**src/rtl/axi_stream_header_insert_if.sv**
```systemverilog
// axi_stream_header_insert_if: payload, header and output stream signals of the header inserter
interface axi_stream_header_insert_if #(
    parameter int DATA_WD      = 32,
    parameter int DATA_BYTE_WD = DATA_WD / 8,
    parameter int BYTE_CNT_WD  = $clog2(DATA_BYTE_WD)
);
    logic                    valid_in;
    logic [DATA_WD-1:0]      data_in;
    logic [DATA_BYTE_WD-1:0] keep_in;
    logic                    last_in;
    logic                    ready_in;
    logic                    valid_out;
    logic [DATA_WD-1:0]      data_out;
    logic [DATA_BYTE_WD-1:0] keep_out;
    logic                    last_out;
    logic                    ready_out;
    logic                    valid_insert;
    logic [DATA_WD-1:0]      data_insert;
    logic [DATA_BYTE_WD-1:0] keep_insert;
    logic [BYTE_CNT_WD:0]    byte_insert_cnt;
    logic                    ready_insert;

    modport slave (
        input  valid_in, data_in, keep_in, last_in, ready_out,
        input  valid_insert, data_insert, keep_insert, byte_insert_cnt,
        output ready_in, valid_out, data_out, keep_out, last_out, ready_insert
    );

    modport master (
        output valid_in, data_in, keep_in, last_in, ready_out,
        output valid_insert, data_insert, keep_insert, byte_insert_cnt,
        input  ready_in, valid_out, data_out, keep_out, last_out, ready_insert
    );
endinterface

```
**src/rtl/axi_stream_header_insert.sv**
```systemverilog
// axi_stream_header_insert: prepends the valid bytes of a header word to a payload packet (optional HDR_CNT_FROM_KEEP_EN)
module axi_stream_header_insert #(
    parameter int DATA_WD      = 32,
    parameter int DATA_BYTE_WD = DATA_WD / 8,
    parameter int BYTE_CNT_WD  = $clog2(DATA_BYTE_WD)
) (
    input logic                       clk,
    input logic                       rst_n,
    axi_stream_header_insert_if.slave bus
);
    localparam logic [1:0] IDLE   = 2'd0;
    localparam logic [1:0] STREAM = 2'd1;
    localparam logic [1:0] FLUSH  = 2'd2;
    localparam logic [BYTE_CNT_WD:0] W_CNT = (BYTE_CNT_WD + 1)'(DATA_BYTE_WD);
    localparam logic [DATA_BYTE_WD-1:0] ONES = '1;

    function automatic logic [BYTE_CNT_WD:0] popcnt(input logic [DATA_BYTE_WD-1:0] v);
        popcnt = '0;
        for (int i = 0; i < DATA_BYTE_WD; i++) popcnt = popcnt + (BYTE_CNT_WD + 1)'(v[i]);
    endfunction

    logic [1:0]              state;
    logic [DATA_WD-1:0]      res_data;
    logic [BYTE_CNT_WD:0]    res_cnt;
    logic                    valid_r;
    logic [DATA_WD-1:0]      data_r;
    logic [DATA_BYTE_WD-1:0] keep_r;
    logic                    last_r;
    logic                    out_free;
    logic                    hdr_fire;
    logic                    pay_fire;
    logic                    fits;
    logic [BYTE_CNT_WD:0]    hdr_cnt;
    logic [BYTE_CNT_WD:0]    pay_cnt;
    logic [BYTE_CNT_WD:0]    flush_cnt;
    logic [BYTE_CNT_WD+1:0]  total;
    logic [DATA_WD-1:0]      data_m;
    logic [2*DATA_WD-1:0]    wide;

`ifdef HDR_CNT_FROM_KEEP_EN
    assign hdr_cnt = popcnt(bus.keep_insert);
`else
    assign hdr_cnt = bus.byte_insert_cnt;
`endif

    assign out_free         = !valid_r || bus.ready_out;
    assign bus.ready_insert = !rst_n && state == IDLE;
    assign bus.ready_in     = !rst_n && state == STREAM && out_free;
    assign hdr_fire         = bus.valid_insert && bus.ready_insert;
    assign pay_fire         = bus.valid_in && bus.ready_in;
    assign bus.valid_out    = valid_r;
    assign bus.data_out     = data_r;
    assign bus.keep_out     = keep_r;
    assign bus.last_out     = last_r;

    // zero the payload lanes keep_in marks invalid so they never reach data_out
    always_comb begin
        data_m = '0;
        for (int i = 0; i < DATA_BYTE_WD; i++) data_m[8*i +: 8] = bus.keep_in[i] ? bus.data_in[8*i +: 8] : 8'h00;
    end

    // residual is right-aligned in res_data while streaming, so shifting by the
    // missing bytes lines it up ahead of the payload: upper half = next beat
    assign pay_cnt   = popcnt(bus.keep_in);
    assign total     = {1'b0, res_cnt} + {1'b0, pay_cnt};
    assign fits      = total <= {1'b0, W_CNT};
    assign flush_cnt = total[BYTE_CNT_WD:0] - W_CNT;
    assign wide      = {res_data, data_m} << {W_CNT - res_cnt, 3'b000};

    // packet FSM, residual store and registered output beat
    always_ff @(posedge clk or posedge rst_n) begin
        if (rst_n) begin
            state    <= IDLE;
            res_data <= '0;
            res_cnt  <= '0;
            valid_r  <= 1'b0;
            data_r   <= '0;
            keep_r   <= '0;
            last_r   <= 1'b0;
        end else begin
            if (bus.ready_out) valid_r <= 1'b0;
            case (state)
                IDLE: if (hdr_fire) begin
                    res_data <= bus.data_insert;
                    res_cnt  <= hdr_cnt;
                    state    <= STREAM;
                end
                STREAM: if (pay_fire) begin
                    valid_r <= 1'b1;
                    data_r  <= wide[2*DATA_WD-1:DATA_WD];
                    if (!bus.last_in) begin
                        keep_r   <= ONES;
                        last_r   <= 1'b0;
                        res_data <= data_m;
                    end else if (fits) begin
                        keep_r <= ~(ONES >> total);
                        last_r <= 1'b1;
                        state  <= IDLE;
                    end else begin
                        // leftover bytes kept left-aligned so FLUSH emits them as-is
                        keep_r   <= ONES;
                        last_r   <= 1'b0;
                        res_data <= wide[DATA_WD-1:0];
                        res_cnt  <= flush_cnt;
                        state    <= FLUSH;
                    end
                end
                FLUSH: if (out_free) begin
                    valid_r <= 1'b1;
                    data_r  <= res_data;
                    keep_r  <= ~(ONES >> res_cnt);
                    last_r  <= 1'b1;
                    state   <= IDLE;
                end
                default: state <= IDLE;
            endcase
        end
    end

    // header keep must describe the same number of bytes as byte_insert_cnt
    always_ff @(posedge clk) begin
        if (hdr_fire) assert (popcnt(bus.keep_insert) == bus.byte_insert_cnt);
    end
endmodule

```
**src/flat_wrapper.sv**
```systemverilog
// flat-port wrapper written by rule: the top's interface ports become plain ports
module axi_stream_header_insert_flat 
#(
    parameter int DATA_WD      = 32,
    parameter int DATA_BYTE_WD = DATA_WD / 8,
    parameter int BYTE_CNT_WD  = $clog2(DATA_BYTE_WD)
)
  (clk, rst_n, bus_valid_in, bus_data_in, bus_keep_in, bus_last_in, bus_ready_out, bus_valid_insert, bus_data_insert, bus_keep_insert, bus_byte_insert_cnt, bus_ready_in, bus_valid_out, bus_data_out, bus_keep_out, bus_last_out, bus_ready_insert);
  axi_stream_header_insert_if #(.DATA_WD(DATA_WD), .DATA_BYTE_WD(DATA_BYTE_WD), .BYTE_CNT_WD(BYTE_CNT_WD)) bus_i ();
  input logic clk;
  input logic rst_n;
  input wire logic [$bits(bus_i.valid_in)-1:0] bus_valid_in;
  input wire logic [$bits(bus_i.data_in)-1:0] bus_data_in;
  input wire logic [$bits(bus_i.keep_in)-1:0] bus_keep_in;
  input wire logic [$bits(bus_i.last_in)-1:0] bus_last_in;
  input wire logic [$bits(bus_i.ready_out)-1:0] bus_ready_out;
  input wire logic [$bits(bus_i.valid_insert)-1:0] bus_valid_insert;
  input wire logic [$bits(bus_i.data_insert)-1:0] bus_data_insert;
  input wire logic [$bits(bus_i.keep_insert)-1:0] bus_keep_insert;
  input wire logic [$bits(bus_i.byte_insert_cnt)-1:0] bus_byte_insert_cnt;
  output wire logic [$bits(bus_i.ready_in)-1:0] bus_ready_in;
  output wire logic [$bits(bus_i.valid_out)-1:0] bus_valid_out;
  output wire logic [$bits(bus_i.data_out)-1:0] bus_data_out;
  output wire logic [$bits(bus_i.keep_out)-1:0] bus_keep_out;
  output wire logic [$bits(bus_i.last_out)-1:0] bus_last_out;
  output wire logic [$bits(bus_i.ready_insert)-1:0] bus_ready_insert;
  assign bus_i.valid_in = bus_valid_in;
  assign bus_i.data_in = bus_data_in;
  assign bus_i.keep_in = bus_keep_in;
  assign bus_i.last_in = bus_last_in;
  assign bus_i.ready_out = bus_ready_out;
  assign bus_i.valid_insert = bus_valid_insert;
  assign bus_i.data_insert = bus_data_insert;
  assign bus_i.keep_insert = bus_keep_insert;
  assign bus_i.byte_insert_cnt = bus_byte_insert_cnt;
  assign bus_ready_in = bus_i.ready_in;
  assign bus_valid_out = bus_i.valid_out;
  assign bus_data_out = bus_i.data_out;
  assign bus_keep_out = bus_i.keep_out;
  assign bus_last_out = bus_i.last_out;
  assign bus_ready_insert = bus_i.ready_insert;
  axi_stream_header_insert #(.DATA_WD(DATA_WD), .DATA_BYTE_WD(DATA_BYTE_WD), .BYTE_CNT_WD(BYTE_CNT_WD)) u_core (.clk(clk), .rst_n(rst_n), .bus(bus_i));
endmodule
```
**config.mk**
```make
export PLATFORM = sky130hd
export DESIGN_NAME = axi_stream_header_insert_flat
export DESIGN_NICKNAME = d
export VERILOG_FILES = /design/src/rtl/axi_stream_header_insert_if.sv /design/src/rtl/axi_stream_header_insert.sv /design/src/flat_wrapper.sv
export SDC_FILE = /design/constraint.sdc
export NUM_CORES = 1
export LEC_CHECK = 0
export BUFFER_PORTS_ARGS = -buffer_cell sky130_fd_sc_hd__buf_2
export CORE_MARGIN = 8
export CORE_UTILIZATION = 50
export DETAILED_ROUTE_END_ITERATION = 10
export HOLD_SLACK_MARGIN = 0.15
export PLACE_DENSITY = 0.7
export SLEW_MARGIN = 20
export SYNTH_ARGS = -nofsm -noshare
export SYNTH_HDL_FRONTEND = slang
export SYNTH_SLANG_ARGS = --single-unit
```
**constraint.sdc**
```tcl
create_clock -name clk -period 3.53 [get_ports clk]
set_input_delay 0.353 -clock clk [delete_from_list [all_inputs] [get_ports clk]]
set_output_delay 0.353 -clock clk [all_outputs]
set_load 0.05 [all_outputs]
```
* Yosys cells after proc, flatten, opt, wreduce, memory -nomap -nowiden
Index checks and enable logic that the tools add are counted.
Operators by class: reduce and logical (&&, ||, !) cells 15, multiplexer cells 37, $add $sub $neg 6, equal/unequal tests 8, shifts and indexed selects 3, $lt $le $gt $ge 1, bitwise operators 2
Operators with widths (number):
- $mux 32 | 6
- $pmux 32 s2 | 2
- $shl 64x6->64 | 1
- $mux 8 | 4
- $mux 4 | 4
- $mux 3 | 4
- $mux 2 | 5
- $not 4->4 | 2
- $pmux 4 s2 | 1
- $reduce_and 4->1 | 2
- $mux 1 | 7
- $add 3x1->3 | 2
- $ne 2x1->1 const B | 3
- $pmux 2 s3 | 1
- $pmux 3 s2 | 1
- $logic_and 1x1->1 | 5
- $reduce_and 5->1 | 1
- $add 3x3->4 | 1
- $le 4x3->1 const B | 1
- $ne 2x2->1 const B | 2
- $pmux 1 s2 | 2
- $reduce_bool 2->1 | 2
- $shr 4x3->4 const A | 1
- $shr 4x4->4 const A | 1
- 10 further kinds | 11
Word-level totals: register bits after elaboration 75, input bits 81

* Logic depth before layout (Yosys ltp)
Gate-level depths: netlist of run 1.
word-level depth 10, mapped depth 13, depth with buffers taken out 11

* Worst setup path after synthesis of run 1
OpenSTA, ideal clock, no wires.
path kind input-to-reg, from input rst_n, to register u_core.res_data[14], stages 5, arrival time 3.162 ns, library setup time 0.125 ns, path slack 0.244 ns, cells stage by stage inv_1 a31oi_1 a311oi_2 buf_4 mux2_2
Between the ends: longest elaborated chain between the ends 6
Ends and longest elaborated chain:
- start, declared | RTL line flat_wrapper.sv:11 | input logic rst_n;
- $logic_not 1->1 * | RTL line axi_stream_header_insert.sv:47, axi_stream_header_insert.sv:48
- $logic_and 1x1->1 (2 in a row) | RTL line axi_stream_header_insert.sv:48 | assign bus.ready_in = !rst_n && state == STREAM && out_free;
- $logic_and 1x1->1 | RTL line axi_stream_header_insert.sv:50 | assign pay_fire = bus.valid_in && bus.ready_in;
- $ne 2x1->1 (no source line)
- $reduce_and 4->1 (no source line) *
- end signal, assigned | RTL line axi_stream_header_insert.sv:84 | res_data <= bus.data_insert;
- end signal, assigned | RTL line axi_stream_header_insert.sv:94 | res_data <= data_m;
- end signal, assigned | RTL line axi_stream_header_insert.sv:103 | res_data <= wide[DATA_WD-1:0];
- end, declared | RTL line axi_stream_header_insert.sv:23 | logic [DATA_WD-1:0] res_data;
Every way passes the cells marked *; elsewhere a longest branch is shown, timed or not. A chain may end at the register's enable or synchronous reset.

* Worst setup path after layout of run 1
from input bus_keep_in[0], to register u_core.res_data[15]
Between the ends: longest elaborated chain between the ends 7
Ends and longest elaborated chain:
- start, declared | RTL line flat_wrapper.sv:14 | input wire logic [$bits(bus_i.keep_in)-1:0] bus_keep_in;
- $add 1x1->2 | RTL line axi_stream_header_insert.sv:19 | for (int i = 0; i < DATA_BYTE_WD; i++) popcnt = popcnt + (BYTE_CNT_WD + 1)'(v[i]);
- $add 3x1->3 (2 in a row) | RTL line axi_stream_header_insert.sv:19
- $add 3x3->4 | RTL line axi_stream_header_insert.sv:65 | assign total = {1'b0, res_cnt} + {1'b0, pay_cnt};
- $le 4x3->1 | RTL line axi_stream_header_insert.sv:66 | assign fits = total <= {1'b0, W_CNT};
- $ne 3x3->1 (no source line)
- $reduce_and 4->1 (no source line)
Several ways; a longest one is shown, not always the timed one. The select of a mux whose other input is x is not followed.

==> impl_metrics.env, run 1 <==
export IMPL_fin_skew_ps=10.1
export IMPL_clock_latency_ps=350
export IMPL_cts_hold_buf=0
export IMPL_cap_violations=0
export IMPL_clockPowerShare_pct=13.7
export IMPL_p_int_mw=4.21
export IMPL_fin_ws_ps=462
export IMPL_hpwlAfterDp_um=15800
export IMPL_first_pass_iters=7
export IMPL_cts_tree="built"
export IMPL_setup_viol=0
export IMPL_required_ps=3760
export IMPL_drc=0
export IMPL_grt_max_degree=104
export IMPL_viasPerCell=6.52
export IMPL_cts_root_buf="clkbuf_16"
export IMPL_worstPathMaxFanout=40
export IMPL_clkTransAtPathRegs_ps=70
export IMPL_fmax_mhz=326
export IMPL_die_h_um=124
export IMPL_crit_start="bus_keep_in[0]"
export IMPL_ys_seq_area_share_pct=32.1
export IMPL_cts_sink_count=75
export IMPL_combPwrFrac_pct=66.4
export IMPL_placeableCoreArea_um2=11400
export IMPL_start_util_pct=51.1
export IMPL_setup_worst_path_end_class="register"
export IMPL_synth_seq_cells=75
export IMPL_cts_htree_levels=3
export IMPL_pwr_density_cell_nw_per_um2=1300
export IMPL_p_leak_nw=3.02
export IMPL_fin_crit_sh_pct=86.9
export IMPL_die_x_um=124
export IMPL_startpoint_type="primary input"
export IMPL_grt_overflow=0
export IMPL_worst_pin_slew_ps=1070
export IMPL_switchingPower_mw=4.74
export IMPL_synth_nets=811
export IMPL_r2r_start="u_core.res_cnt[0]"
export IMPL_slew_headroom_pct=28.9
export IMPL_synth_edf_count=0
export IMPL_syn_avg_cell_area_um2=8.16
export IMPL_place_ws_ps=109
export IMPL_placement_io_buffers=116
export IMPL_std_cell_rows=39
export IMPL_area_growth_pct=17.4
export IMPL_drt_iter0_drc=793
export IMPL_syn_inst=716
export IMPL_num_vias=6138
export IMPL_synth_cell_types=47
export IMPL_worst_ep_arrival_time_ps=3300
export IMPL_cts_setup_buffers=0
export IMPL_syn_area_um2=5840
export IMPL_critical_path_class="primary input to register"
export IMPL_synth_ff_type="dfrtp_1"
export IMPL_antenna_left=0
export IMPL_slew_violations=0
export IMPL_wl_per_cell_um=23.5
export IMPL_dieArea_um2=15400
export IMPL_seq_power_share_pct=19.9
export IMPL_antenna_found_initial=0
export IMPL_synthArstFlopShare_pct=100
export IMPL_period_needed_ps=3070
export IMPL_place_congestion=0.938
export IMPL_switching_share_pct=53.0
export IMPL_drive_above_1_share_pct=23.2
export IMPL_finalHoldViolations=0
export IMPL_fin_tns_setup_ps=0
export IMPL_hold_path_class="primary input to asynchronous set/reset pin"
export IMPL_cts_resized=0
export IMPL_clockBufferDepth=2
export IMPL_rsz0062_at_grt="false"
export IMPL_peakVddDrop_mv=0.756
export IMPL_grt_first_pass_wirelength_um=34200
export IMPL_nFillCells=1067
export IMPL_nNetsFinal=889
export IMPL_numCtsBuffers=9
export IMPL_hold_ws_ps=253
export IMPL_ys_warn_count=0
export IMPL_diodes=0
export IMPL_grt_pass1_vias=5844
export IMPL_grt_use_total_pct=29.2
export IMPL_wl_um=22100
export IMPL_ios=121
export IMPL_outcome="finished, final reports clean"
==> worst paths after layout <==
| kind | end | slack (ps) | depth (start not counted) |
|---|---|---|---|
| worst min register to register | u_core.bus.keep_out[3] | 470 | 2 |
| worst max-delay path | u_core.res_data[15] | 460 | 12 |
| worst min-delay path | u_core.bus.valid_out | 250 | 3 |
| max in group asynchronous | u_core.res_cnt[0] | 2740 | 3 |
| min in group clk | u_core.res_data[3] | 300 | 3 |
| worst max register to register | u_core.bus.data_out[1] | 580 | 7 |
==> cells in the mapped netlist, drive strengths merged, types with 2 or more instances <==
cell | count | area share [%]
a21oi | 76 | 6.6
dfrtp | 75 | 32
nand2 | 73 | 4.7
nor2 | 71 | 4.6
o21ai | 63 | 5.4
buf | 48 | 4.4
nand3 | 40 | 3.4
inv | 34 | 2.2
a221oi | 27 | 4.0
o211ai | 25 | 3.2
mux2i | 23 | 3.9
clkbuf | 21 | 1.3
nor2b | 17 | 1.8
a311oi | 13 | 2.1
mux4 | 13 | 5.0
ha | 12 | 2.6
a31oi | 10 | 1.1
mux2 | 10 | 1.9
and3 | 9 | 0.96
a22o | 8 | 1.2
a32oi | 8 | 1.2
o41ai | 8 | 1.2
o21a | 5 | 0.64
a21o | 4 | 0.51
nand3b | 4 | 0.51
o221ai | 4 | 0.60
fa | 2 | 0.69
nand2b | 2 | 0.21
nor3 | 2 | 0.26
o21bai | 2 | 0.45
==> metrics by stage <==
stage / total power [mW] / util (%) / instance area, um^2 / cells
2_1_floorplan: 6.09 / - / 5840 / 716
3_3_place_gp: 7.49 / 56.6 / 6460 / 926
3_5_place_dp: 7.60 / 56.6 / 6460 / 926
4_1_cts: 8.85 / 60.0 / 6850 / 942
5_1_grt: 9.49 / 60.0 / 6860 / 942
6_report: 8.94 / 60.0 / 6860 / 942
==> metal layers <==
metal	share of wire, %	vias up	track usage, %
met3	12	35	7.34
met4	2.0	0	9.00
met5	0	-	0
li1	-	2793	-
met1	44	2934	43.5
met2	42	376	40.3
==> cells in the final DEF, fill, tap and decap left out, types with 3 or more instances in the layout <==
master / instances
a21o_1: 4
a21oi_1: 75
a221oi_1: 27
a22o_1: 8
a311oi_1: 12
a31oi_1: 10
a32oi_1: 8
and3_1: 8
buf_2: 116
buf_4: 17
bufinv_16: 5
clkbuf_16: 9
dfrtp_1: 74
ha_1: 9
ha_2: 3
inv_1: 30
inv_2: 4
mux2_1: 5
mux2_2: 5
mux2i_1: 23
mux4_2: 13
nand2_1: 73
nand3_1: 40
nand3b_1: 4
nor2_1: 71
nor2b_1: 17
o211ai_1: 25
o21a_1: 5
o21ai_0: 42
o21ai_1: 21
o221ai_1: 4
o41ai_1: 8
==> power groups by stage <==
| stage | clock network [mW] | logic, mW | registers (mW) |
|---|---|---|---|
| 2_1_floorplan | 0 | 3.79 | 2.30 |
| 3_3_place_gp | 0 | 5.75 | 1.75 |
| 3_5_place_dp | 0 | 5.83 | 1.77 |
| 4_1_cts | 1.24 | 5.86 | 1.75 |
| 5_1_grt | 1.27 | 6.41 | 1.82 |
| 6_report | 1.23 | 5.94 | 1.78 |
==> cells by family after synthesis <==
family,count (synthesis),synth area share [%]
AO/OA/AOI/OAI,257,28.9
AND/OR/NAND/NOR,220,16.8
buffers and inverters,103,7.91
multiplexers,46,10.9
XOR/XNOR,1,0.150
flip-flops,75,32.1
adder cells (fa/ha/maj),14,3.26
==> critical path, cell delays in order <==
cell	delay [ps]
buf_2	110
ha_1	270
inv_1	50
fa_1	470
inv_1	40
ha_1	220
fa_1	420
xnor2_1	170
o21bai_4	210
a311oi_4	340
buf_12	260
mux2_2	360
==> area by class of cell <==
class,instances,area (um^2),area share (%)
multi-input cells,538,3520,51.4
inverters,34,128,1.86
clock buffers,9,225,3.28
well taps,143,179,2.61
flip-flops and latches,75,1880,27.4
clock inverters,7,164,2.39
repair buffers,136,759,11.1
==> state kept, by name (all words and copies together), names as in the netlist <==
name                  flops
u_core.bus.valid_out      1
u_core.bus.last_out       1
u_core.res_cnt            3
u_core.state              2
u_core.bus.keep_out       4
u_core.bus.data_out      32
u_core.res_data          32
Power figures use the tool's default switching activity.
==> run 2, diff against run 1 <==
--- a/config.mk
+++ b/config.mk
@@ -5,12 +5,12 @@
 export SDC_FILE = /design/constraint.sdc
 export NUM_CORES = 1
 export LEC_CHECK = 0
-export BUFFER_PORTS_ARGS = -buffer_cell sky130_fd_sc_hd__buf_2
+export BUFFER_PORTS_ARGS = -buffer_cell sky130_fd_sc_hd__buf_4
 export CORE_MARGIN = 8
 export CORE_UTILIZATION = 50
 export DETAILED_ROUTE_END_ITERATION = 10
 export HOLD_SLACK_MARGIN = 0.15
-export PLACE_DENSITY = 0.7
+export PLACE_DENSITY = 0.74
 export SLEW_MARGIN = 20
 export SYNTH_ARGS = -nofsm -noshare
 export SYNTH_HDL_FRONTEND = slang
==> impl_metrics.env, run 2 (synthesized netlist as in run 1, its figures left out) <==
export IMPL_switchingPower_mw=4.71
export IMPL_antenna_found_initial=0
export IMPL_die_x_um=124
export IMPL_wl_um=21700
export IMPL_dp_cells=930
export IMPL_finalHoldViolations=0
export IMPL_cts_sink_count=75
export IMPL_wl_per_cell_um=22.9
export IMPL_grt_use_total_pct=28.7
export IMPL_clock_latency_ps=350
export IMPL_std_cell_rows=39
export IMPL_num_vias=6162
export IMPL_peakVddDrop_mv=0.814
export IMPL_fin_ws_ps=477
export IMPL_cap_violations=0
export IMPL_fin_crit_sh_pct=86.5
export IMPL_slew_headroom_pct=28.7
export IMPL_first_pass_iters=5
export IMPL_area_growth_pct=21.2
export IMPL_cts_setup_buffers=0
export IMPL_viasPerCell=6.51
export IMPL_slew_violations=0
export IMPL_placement_io_buffers=116
export IMPL_p_total_mw=8.81
export IMPL_cts_htree_levels=3
export IMPL_place_congestion=0.919
export IMPL_switching_share_pct=53.5
export IMPL_fin_area_um2=7080
export IMPL_worst_ep_arrival_time_ps=3290
export IMPL_grt_overflow=0
export IMPL_numCtsBuffers=9
export IMPL_drt_iter0_drc=757
export IMPL_clockPowerShare_pct=10.8
export IMPL_required_ps=3760
export IMPL_slowest_delay_ps=470
export IMPL_antenna_left=0
export IMPL_hold_path_class="primary input to asynchronous set/reset pin"
export IMPL_place_ws_ps=136
export IMPL_outcome="finished, final reports clean"
export IMPL_cts_root_buf="clkbuf_16"
export IMPL_cts_hold_buf=0
export IMPL_combPwrFrac_pct=68.9
export IMPL_p_int_mw=4.09
export IMPL_fin_tns_setup_ps=0
export IMPL_path_delay_family="adder cells"
export IMPL_layout_commonest_cell="buf_4"
export IMPL_crit_buf_inv=4
export IMPL_setup_viol=0
export IMPL_dieArea_um2=15400
export IMPL_crit_path_cell_trace="buf_4, ha_1, inv_1, fa_1, inv_1, ha_1, fa_1, xnor2_1, o21bai_4, a311oi_4, buf_4, o221ai_1, o21a_1"
export IMPL_clkTransAtPathRegs_ps=60
export IMPL_clockBufferDepth=2
export IMPL_startpoint_type="primary input"
export IMPL_worstPathMaxFanout=16
export IMPL_period_needed_ps=3050
export IMPL_p_leak_nw=3.09
export IMPL_rsz0062_at_grt="false"
export IMPL_pwr_density_cell_nw_per_um2=1240
export IMPL_drc=0
export IMPL_fin_skew_ps=5.17
export IMPL_critical_path_class="primary input to register"
export IMPL_cts_tree="built"
export IMPL_grt_first_pass_wirelength_um=33400
export IMPL_cpMaxStageDelayCell="fa_1"
export IMPL_drive_above_1_share_pct=23.0
export IMPL_grt_max_degree=76
export IMPL_ios=121
export IMPL_start_util_pct=51.1
export IMPL_grt_pass1_vias=5764
export IMPL_fmax_mhz=328
export IMPL_postPlaceCellArea_um2=6780
export IMPL_final_cell_mix="137 x buf_4, 75 x a21oi_1, 74 x dfrtp_1"
export IMPL_nNetsFinal=893
export IMPL_seq_power_share_pct=20.3
export IMPL_fin_cells=946
export IMPL_worst_pin_slew_ps=1070
export IMPL_postLayoutCoreUtil_pct=62.0
export IMPL_hpwlAfterDp_um=16000
export IMPL_hold_ws_ps=252
export IMPL_diodes=0
export IMPL_setup_worst_path_end_class="register"
export IMPL_die_h_um=124
export IMPL_cts_resized=0
export IMPL_placeableCoreArea_um2=11400
==> run 2: power by group through the flow <==
stage	sequential [mW]	clock [mW]	combinational, mW
6_report	1.79	0.953	6.06
5_1_grt	1.81	0.997	6.54
4_1_cts	1.76	0.959	5.99
3_5_place_dp	1.77	0	5.97
3_3_place_gp	1.76	0	5.87
2_1_floorplan	2.30	0	3.79
==> run 2: final cells by class <==
class / count / area [um^2]
fillers: 1016 / 4340
flip-flops and latches: 75 / 1880
clock inverters: 4 / 50.0
clock buffers: 12 / 246
multi-input cells: 538 / 3520
well taps: 143 / 179
inverters: 34 / 128
repair buffers: 140 / 1080
==> run 2: final timing paths <==
| kind | from | slack, ps | endpoint | cells past startpoint |
|---|---|---|---|---|
| worst max register to register | u_core.res_cnt[0] | 770 | u_core.bus.data_out[28] | 7 |
| worst min-delay path | rst_n | 250 | u_core.state[0] | 3 |
| worst min register to register | u_core.bus.keep_out[3] | 470 | u_core.bus.keep_out[3] | 2 |
| max in group asynchronous | rst_n | 2760 | u_core.res_cnt[0] | 3 |
| worst max-delay path | bus_keep_in[0] | 480 | u_core.res_data[29] | 13 |
| min in group clk | bus_valid_in | 290 | u_core.bus.valid_out | 3 |
==> run 2: worst min-delay path: stages <==
cell and delay [ps]:
buf_4 130, inv_2 60, buf_6 560
==> run 2: metal layers <==
layer	wire length [um]	up-vias	GRT usage, %
met1	9690	2917	41.9
met4	450	0	10.3
met2	9010	394	39.1
met3	2560	34	8.11
li1	-	2817	-
met5	0	-	0
